--- src/rtl/regfile_dump_controller.sv ---
// Register-file dump sequencer: walks every register through read port 1 and
// streams each word LS byte first over a valid/ready byte interface.
module regfile_dump_controller #(
  parameter int registers_width = 32,
  parameter int memory_depth    = 32,
  parameter int READ_LATENCY    = 1,
  localparam int AW = (memory_depth > 1) ? $clog2(memory_depth) : 1
) (
  input  logic                       clk,
  input  logic                       reset,
  input  logic                       start,
  input  logic [AW-1:0]              pipe_read_reg,
  output logic [AW-1:0]              rf_read_reg,
  input  logic [registers_width-1:0] rf_read_data,
  output logic [7:0]                 tx_data,
  output logic                       tx_valid,
  input  logic                       tx_ready,
  output logic                       busy,
  output logic                       pipe_stall,
  output logic                       done
);

  localparam int NB = registers_width / 8;
  localparam int BW = (NB > 1) ? $clog2(NB) : 1;
  localparam int LW = (READ_LATENCY > 1) ? $clog2(READ_LATENCY) : 1;

  localparam logic [AW-1:0] LAST_ADDR = AW'(memory_depth - 1);
  localparam logic [BW-1:0] LAST_BYTE = BW'(NB - 1);
  localparam logic [LW-1:0] LAST_LAT  = LW'(READ_LATENCY - 1);

  typedef enum logic [2:0] {
    IDLE,
    WAIT,
    LOAD,
    SEND,
    DONE
  } state_t;

  state_t                     state, state_nx;
  logic [AW-1:0]              addr, addr_nx;
  logic [BW-1:0]              byte_idx, byte_idx_nx;
  logic [LW-1:0]              lat_cnt, lat_cnt_nx;
  logic [registers_width-1:0] word, word_nx;

  always_ff @(posedge clk or posedge reset) begin
    if (reset) begin
      state    <= IDLE;
      addr     <= '0;
      byte_idx <= '0;
      lat_cnt  <= '0;
      word     <= '0;
    end else begin
      state    <= state_nx;
      addr     <= addr_nx;
      byte_idx <= byte_idx_nx;
      lat_cnt  <= lat_cnt_nx;
      word     <= word_nx;
    end
  end

  always_comb begin
    state_nx    = state;
    addr_nx     = addr;
    byte_idx_nx = byte_idx;
    lat_cnt_nx  = lat_cnt;
    word_nx     = word;
    case (state)
      IDLE: begin
        if (start) begin
          state_nx   = WAIT;
          addr_nx    = '0;
          lat_cnt_nx = '0;
        end
      end
      WAIT: begin
        if (lat_cnt == LAST_LAT) state_nx = LOAD;
        else                     lat_cnt_nx = lat_cnt + 1'b1;
      end
      LOAD: begin
        word_nx     = rf_read_data;
        byte_idx_nx = '0;
        state_nx    = SEND;
      end
      SEND: begin
        if (tx_ready) begin
          if (byte_idx != LAST_BYTE) begin
            byte_idx_nx = byte_idx + 1'b1;
          end else if (addr != LAST_ADDR) begin
            addr_nx    = addr + 1'b1;
            lat_cnt_nx = '0;
            state_nx   = WAIT;
          end else begin
            state_nx = DONE;
          end
        end
      end
      DONE: begin
        addr_nx  = '0;
        state_nx = IDLE;
      end
      default: state_nx = IDLE;
    endcase
  end

  // Outputs decode from the state register so an async reset clears them at once.
  assign busy        = (state != IDLE);
  assign pipe_stall  = busy;
  assign done        = (state == DONE);
  assign tx_valid    = (state == SEND);
  assign tx_data     = tx_valid ? word[{byte_idx, 3'b000} +: 8] : '0;
  assign rf_read_reg = busy ? addr : pipe_read_reg;

endmodule

--- config.mk ---
export PLATFORM = sky130hd
export DESIGN_NAME = regfile_dump_controller
export DESIGN_NICKNAME = d
export VERILOG_FILES = /design/src/rtl/regfile_dump_controller.sv
export SDC_FILE = /design/constraint.sdc
export NUM_CORES = 1
export LEC_CHECK = 0
export BUFFER_PORTS_ARGS = -buffer_cell sky130_fd_sc_hd__clkbuf_2
export CAP_MARGIN = 20
export CORE_MARGIN = 1.5
export CORE_UTILIZATION = 55
export DETAILED_ROUTE_END_ITERATION = 8
export MAX_ROUTING_LAYER = met4
export PLACE_DENSITY = 0.84
export SLEW_MARGIN = 5
export SYNTH_ARGS = -nofsm -noshare
export SYNTH_HDL_FRONTEND = slang
export SYNTH_SLANG_ARGS = --single-unit
--- constraint.sdc ---
create_clock -name clk -period 2.65 [get_ports clk]
set_clock_uncertainty 0.1 [all_clocks]
set_input_delay 0.6625 -clock clk [delete_from_list [all_inputs] [get_ports clk]]
set_output_delay 0.6625 -clock clk [all_outputs]
set_load 0.02 [all_outputs]
==> results of run 1 <==
-- final cells by class --
cell class / instances / area share (%)
Inverter: 6 / 0.914
Sequential cell: 42 / 42.7
Clock buffer: 6 / 3.35
Multi-Input combinational cell: 97 / 37.8
Timing Repair Buffer: 61 / 12.8
Tap cell: 48 / 2.44
-- cells by family (layout without fill, tap and decap cells) --
family                     Yosys count  after routing
AOI/OAI and AO/OA                   13             13
adders and majority gates            3              3
buffers and inverters               14             73
DFF                                 42             42
muxes                               45             45
and+or+nand+nor                     36             36
-- layer usage --
metal  wire, um  up-vias  GRT usage (%)  share of wire [%]
li1           -      663              -                  -
met3        230        5           7.04                6.1
met1       1690      678           27.2                 45
met5          0        -              -                  0
met2       1780       48           33.9                 47
met4         50        0           7.45                1.3
-- power by group --
| part | switching (mW) | internal, mW | leakage, nW | total [mW] |
|---|---|---|---|---|
| clock | 0.205 | 0.201 | 0.0431 | 0.406 |
| combinational | 0.681 | 0.756 | 0.619 | 1.44 |
| sequential | 0.182 | 0.951 | 0.500 | 1.13 |
-- path summary, 6_finish.rpt --
kind	end	slack (ps)	cells after the start
worst max-delay path	rf_read_reg[2]	130	3
worst min-delay path	word[14]	370	3
worst max register to register	addr[1]	780	6
worst min register to register	word[1]	410	1
max in group asynchronous	state[0]	1720	3
min in group clk	word[1]	410	1
-- placed cells by master, fill, tap and decap left out, drive strengths merged --
cell	count
a2bb2oi	1
nand2	7
a31oi	4
and3	2
and2	9
and4	1
and4bb	1
nand2b	4
clkbuf	63
o21ai	6
a22oi	1
mux2	34
nand3	2
dfrtp	42
and3b	1
nor2	5
inv	6
mux2i	3
nor3	3
or2	1
mux4	8
a22o	1
ha	3
buf	4
-- worst reg2reg max path: cells and delay by family (launching register included) --
| family | cells | cell delay, ps |
|---|---|---|
| multiplexers | 1 | 200 |
| flip-flops | 1 | 400 |
| AO/OA/AOI/OAI | 1 | 270 |
| AND/OR/NAND/NOR | 2 | 420 |
| adder cells (fa/ha/maj) | 2 | 420 |
-- sequential cells by signal, indices dropped and copies added (netlist names) --
signal and count:
state 3, word 32, addr 5, byte_idx 2
==> impl_metrics.csv, run 1 <==
group,metric,value,unit
status,outcome,"finished clean",
global_routing,grt_max_degree,43,
timing,worstMarginPinSlew,528,ps
final_layout,multi_input_area,932,um2
place,portBuffers,57,
floorplanning,ios,58,
setup_path,end_kind,"output port",
timing,holdWs,369,ps
yosys,ys_seq_area_share,50.7,%
timing,period_minus_slack,2520,ps
final_layout,nets,257,
job,cap_viol_max_count,0,
final_layout,antenna_cells,0,
yosys,syn-cell-area,2070,um2
yosys,ys_ff_latch,42,
place,place_inst,254,
hold_path,min_path_type,"in2async",
yosys,synth_top_cell_area_share,50.7,%
global_routing,grt_pass1_wl,6.59,mm
routing,ant_nets,0,
routing,route.detailed.drc,0,
place,place_ws,449,ps
routing,routedWlPerCell,14.4,um
floorplanning,dieArea,4150,um2
final_layout,ff_latch_area,1050,um2
yosys,synth_cell_types,29,
yosys,synth_compound_area_share,3.92,%
timing,maxSlewViolCount,0,
yosys,synth_nets,197,
yosys,synth_ff_type,"dfrtp_1",
cts,cts_tree,"done",
timing,max_freq,397,MHz
floorplanning,core,3630,um2
yosys,synthTopCellsByArea,"dfrtp_1 (51%), mux2_2 (18%), mux4_2 (8.7%), and2_1 (2.7%), buf_6 (2.2%)",
setup_path,path_cells,"nor3_2, mux2_2, clkbuf_2",
routing,drt-pass1-iter-count,4,
setup_path,path_delay_family,"flip-flops",
place,place_congestion,0.868,
final_layout,nFillCells,302,
yosys,yosysMostFrequentCell,"dfrtp_1",
cts,cts_made_buffers,5,
final_layout,area_growth,18.8,%
setup_path,path_class,"reg2out",
timing,hold_viol,0,
timing,setup-violations-final,0,
floorplanning,die_w,64.4,um
yosys,yosysTopAreaCell,"dfrtp_1",
yosys,muxShareOfSynthArea,28.6,%
global_routing,grt_antenna_before_repair,0,
cts,worstSkewPairLatency,290,ps
cts,root_buffer,"clkbuf_8",
timing,rsz0062_at_grt,"false",
cts,htreeDepth,2,
yosys,synth-xor-area-share,0,%
cts,cts_setup_buffers,0,
place,dp_hpwl,2.77,mm
setup_path,cp_slowest_cell,"dfrtp_1",
routing,drt_first_iter_violations,45,
setup_path,cp.arrival,1760,ps
cts,clock_path_buffers,2,
pwr,leakagePower,1.16,nW
setup_path,crit_start,"state[0]",
setup_path,r2r-start,"addr[0]",
routing,vias,1394,
global_routing,grt_pass1_vias,1466,
timing,relSlewSlack,64.8,%
yosys,synth-simple-area-share,10.6,%
timing,layout_setup_ws,130,ps
cts,holdBufCountCts,0,
setup_path,cp.required,1890,ps
pwr,ir_drop,0.000721,V
floorplanning,placementRows,22,
timing,setup-tns-final,0,ps
yosys,yosys_warnings,0,
setup_path,crit_path_start_kind,"register",
pwr,power,2.98,mW
yosys,yosys.area_share.adder,1.81,%
final_layout,layout.cells.non_filler,260,
cts,clock-sinks,42,
yosys,synthArstFlopShare,100,%
final_layout,fin_area,2460,um2
yosys,synthCells,153,
routing,wl,3.75,mm
timing,period_share,95.1,%
final_layout,fin_util,67.8,%
yosys,syn_area_per_cell,13.6,um2
cts,cts_resized,0,
pwr,p_per_area,1210,nW/um2
place,placed_cell_area,2380,um2
final_layout,drive_above_1_share,53.8,%
cts,clk_pin_slew,70,ps
setup_path,critPathBufInv,1,
setup_path,worstPathMaxFanout,9,
yosys,synth_edf_count,0,
setup_path,cpPeakStageDelay,480,ps
yosys,synth_top_family_by_area,"multiplexers",
floorplanning,start_util,57.1,%
routing,vias_per_cell,5.36,
floorplanning,die_h,64.4,um
global_routing,track_usage,21.8,%
global_routing,overflow,0,
yosys,yosys-top-cells-count,"dfrtp_1 (42), mux2_2 (33), and2_1 (9)",
(Power assumes the default switching activity.)
==> run 2: changes to the inputs <==
--- a/config.mk
+++ b/config.mk
@@ -12,6 +12,7 @@
 export DETAILED_ROUTE_END_ITERATION = 8
 export MAX_ROUTING_LAYER = met4
 export PLACE_DENSITY = 0.84
+export SKIP_CTS_REPAIR_TIMING = 1
 export SLEW_MARGIN = 5
 export SYNTH_ARGS = -nofsm -noshare
 export SYNTH_HDL_FRONTEND = slang
==> constraint.sdc (replaced) <==
create_clock -name clk -period 3.1 [get_ports clk]
set_clock_uncertainty 0.1 [all_clocks]
set_input_delay 0.775 -clock clk [delete_from_list [all_inputs] [get_ports clk]]
set_output_delay 0.775 -clock clk [all_outputs]
set_load 0.02 [all_outputs]
==> run 2 against run 1 <==
Compared with the run above:
- critical endpoint is now tx_data[5]
- non-clock buffer count is 2 lower
- combinational power fell by 18%
- sequential share of layout area decreased by 0.15 points
- total power shrank 13%
- design area is 0.36% higher
- clock power increased by 3%
==> impl_metrics.csv, run 2 (same netlist as run 1, synthesis figures left out) <==
group,metric,value,unit
status,outcome,"finished clean",
place,place_congestion,0.749,
cts,clock-sinks,42,
final_layout,largest_reg_flops,32,
routing,vias,1395,
floorplanning,dieArea,4150,um2
final_layout,nets,255,
cts,clk_pin_slew,80,ps
timing,hold_viol,0,
pwr,ir_drop,0.000564,V
global_routing,grt_antenna_before_repair,0,
setup_path,cp_slowest_cell,"dfrtp_1",
setup_path,crit_path_start_kind,"register",
cts,cts_tree,"done",
final_layout,nFillCells,292,
timing,worstMarginPinSlew,894,ps
cts,worstSkewPairLatency,290,ps
pwr,p_per_area,1050,nW/um2
floorplanning,core,3630,um2
global_routing,grt_pass1_vias,1400,
floorplanning,placementRows,22,
setup_path,end_kind,"output port",
timing,setup-tns-final,0,ps
global_routing,track_usage,21.8,%
floorplanning,die_w,64.4,um
global_routing,grt_max_degree,43,
timing,layout_setup_ws,353,ps
timing,maxSlewViolCount,0,
final_layout,final_cell_mix,"clkbuf_2 (57), dfrtp_1 (42), mux2_2 (33)",
setup_path,ff2ff_path_depth,3,
floorplanning,die_h,64.4,um
final_layout,fin_util,68.0,%
setup_path,path_cells,"buf_4, mux4_2, and2_1, clkbuf_2",
setup_path,cpPeakStageDelay,500,ps
global_routing,overflow,0,
place,placed_cell_area,2370,um2
final_layout,antenna_cells,0,
timing,relSlewSlack,40.3,%
final_layout,area_growth,19.3,%
final_layout,drive_above_1_share,52.8,%
routing,route.detailed.drc,0,
floorplanning,ios,58,
place,place_ws,665,ps
hold_path,min_path_type,"reg2reg",
place,portBuffers,57,
timing,period_share,88.6,%
final_layout,fin_area,2470,um2
global_routing,grt_pass1_wl,6.59,mm
routing,routedWlPerCell,14.5,um
final_layout,top_register,"word",
setup_path,worstPathMaxFanout,7,
job,cap_viol_max_count,0,
cts,clock_path_buffers,2,
place,dp_hpwl,2.75,mm
cts,root_buffer,"clkbuf_8",
cts,cts_made_buffers,5,
final_layout,final_common_cell,"clkbuf_2",
final_layout,reg_top3,"word (32), addr (5), state (3)",
routing,ant_nets,0,
setup_path,cp.required,2220,ps
timing,rsz0062_at_grt,"false",
pwr,leakagePower,1.16,nW
floorplanning,start_util,57.1,%
routing,drt_first_iter_violations,51,
timing,setup-violations-final,0,
routing,wl,3.78,mm
setup_path,path_class,"reg2out",
cts,htreeDepth,2,
timing,max_freq,364,MHz
timing,period_minus_slack,2750,ps
setup_path,cp.arrival,1870,ps
routing,drt-pass1-iter-count,4,
pwr,power,2.60,mW
routing,vias_per_cell,5.37,
hold_path,min_path_cells,1,
==> run 2: cell types whose count changed in the layout (fill, tap and decap cells not counted) <==
cell and delta:
bufinv_16 +1, buf_4 -2, clkbuf_1 +2, clkbuf_8 -1
==> run 2: final timing paths <==
| check | startpoint | end | slack, ps |
|---|---|---|---|
| max in group asynchronous | reset | word[24] | 2070 |
| min in group asynchronous | reset | addr[4] | 470 |
| min | addr[3] | addr[3] | 400 |
| max reg2reg | state[2] | word[17] | 1090 |
| min reg2reg | addr[3] | addr[3] | 400 |
| max | byte_idx[0] | tx_data[5] | 350 |
==> run 2: metal layers <==
layer / track usage (%) / vias up / part of all wire [%]
met3: 3.70 / 11 / 5.2
met5: - / - / 0
met2: 33.1 / 49 / 48
met1: 28.8 / 668 / 44
li1: - / 667 / -
met4: 10.4 / 0 / 2.8
==> run 2: per-stage QoR <==
| stage | hold slack (ps) | cells |
|---|---|---|
| after CTS | 398 | 260 |
| after detailed placement | 388 | 252 |
| after global routing | 422 | 260 |
| after global placement | 368 | 252 |
| final | 405 | 260 |
| after floorplan | 353 | 153 |
==> run 2: layout make-up <==
cell class / instances / area, um2 / area share, %
Sequential cell: 42 / 1050 / 42.5
Multi-Input combinational cell: 97 / 932 / 37.7
Timing Repair Buffer: 59 / 300 / 12.1
Clock buffer: 7 / 76.3 / 3.09
Tap cell: 48 / 60.1 / 2.43
Clock inverter: 1 / 30.0 / 1.21
Inverter: 6 / 22.5 / 0.911
==> run 2: power breakdown <==
part / total, mW / switching [mW] / internal (mW)
registers: 1.00 / 0.188 / 0.812
clock network: 0.420 / 0.179 / 0.241
logic: 1.18 / 0.547 / 0.637
total: 2.60 / 0.914 / 1.69
==> run 2: worst max-delay path: cells and delay by family, from the launching register on <==
kind | cells | cell delay [ps]
simple gates | 1 | 180
buf+inv | 2 | 390
mux | 1 | 500
flops | 1 | 500
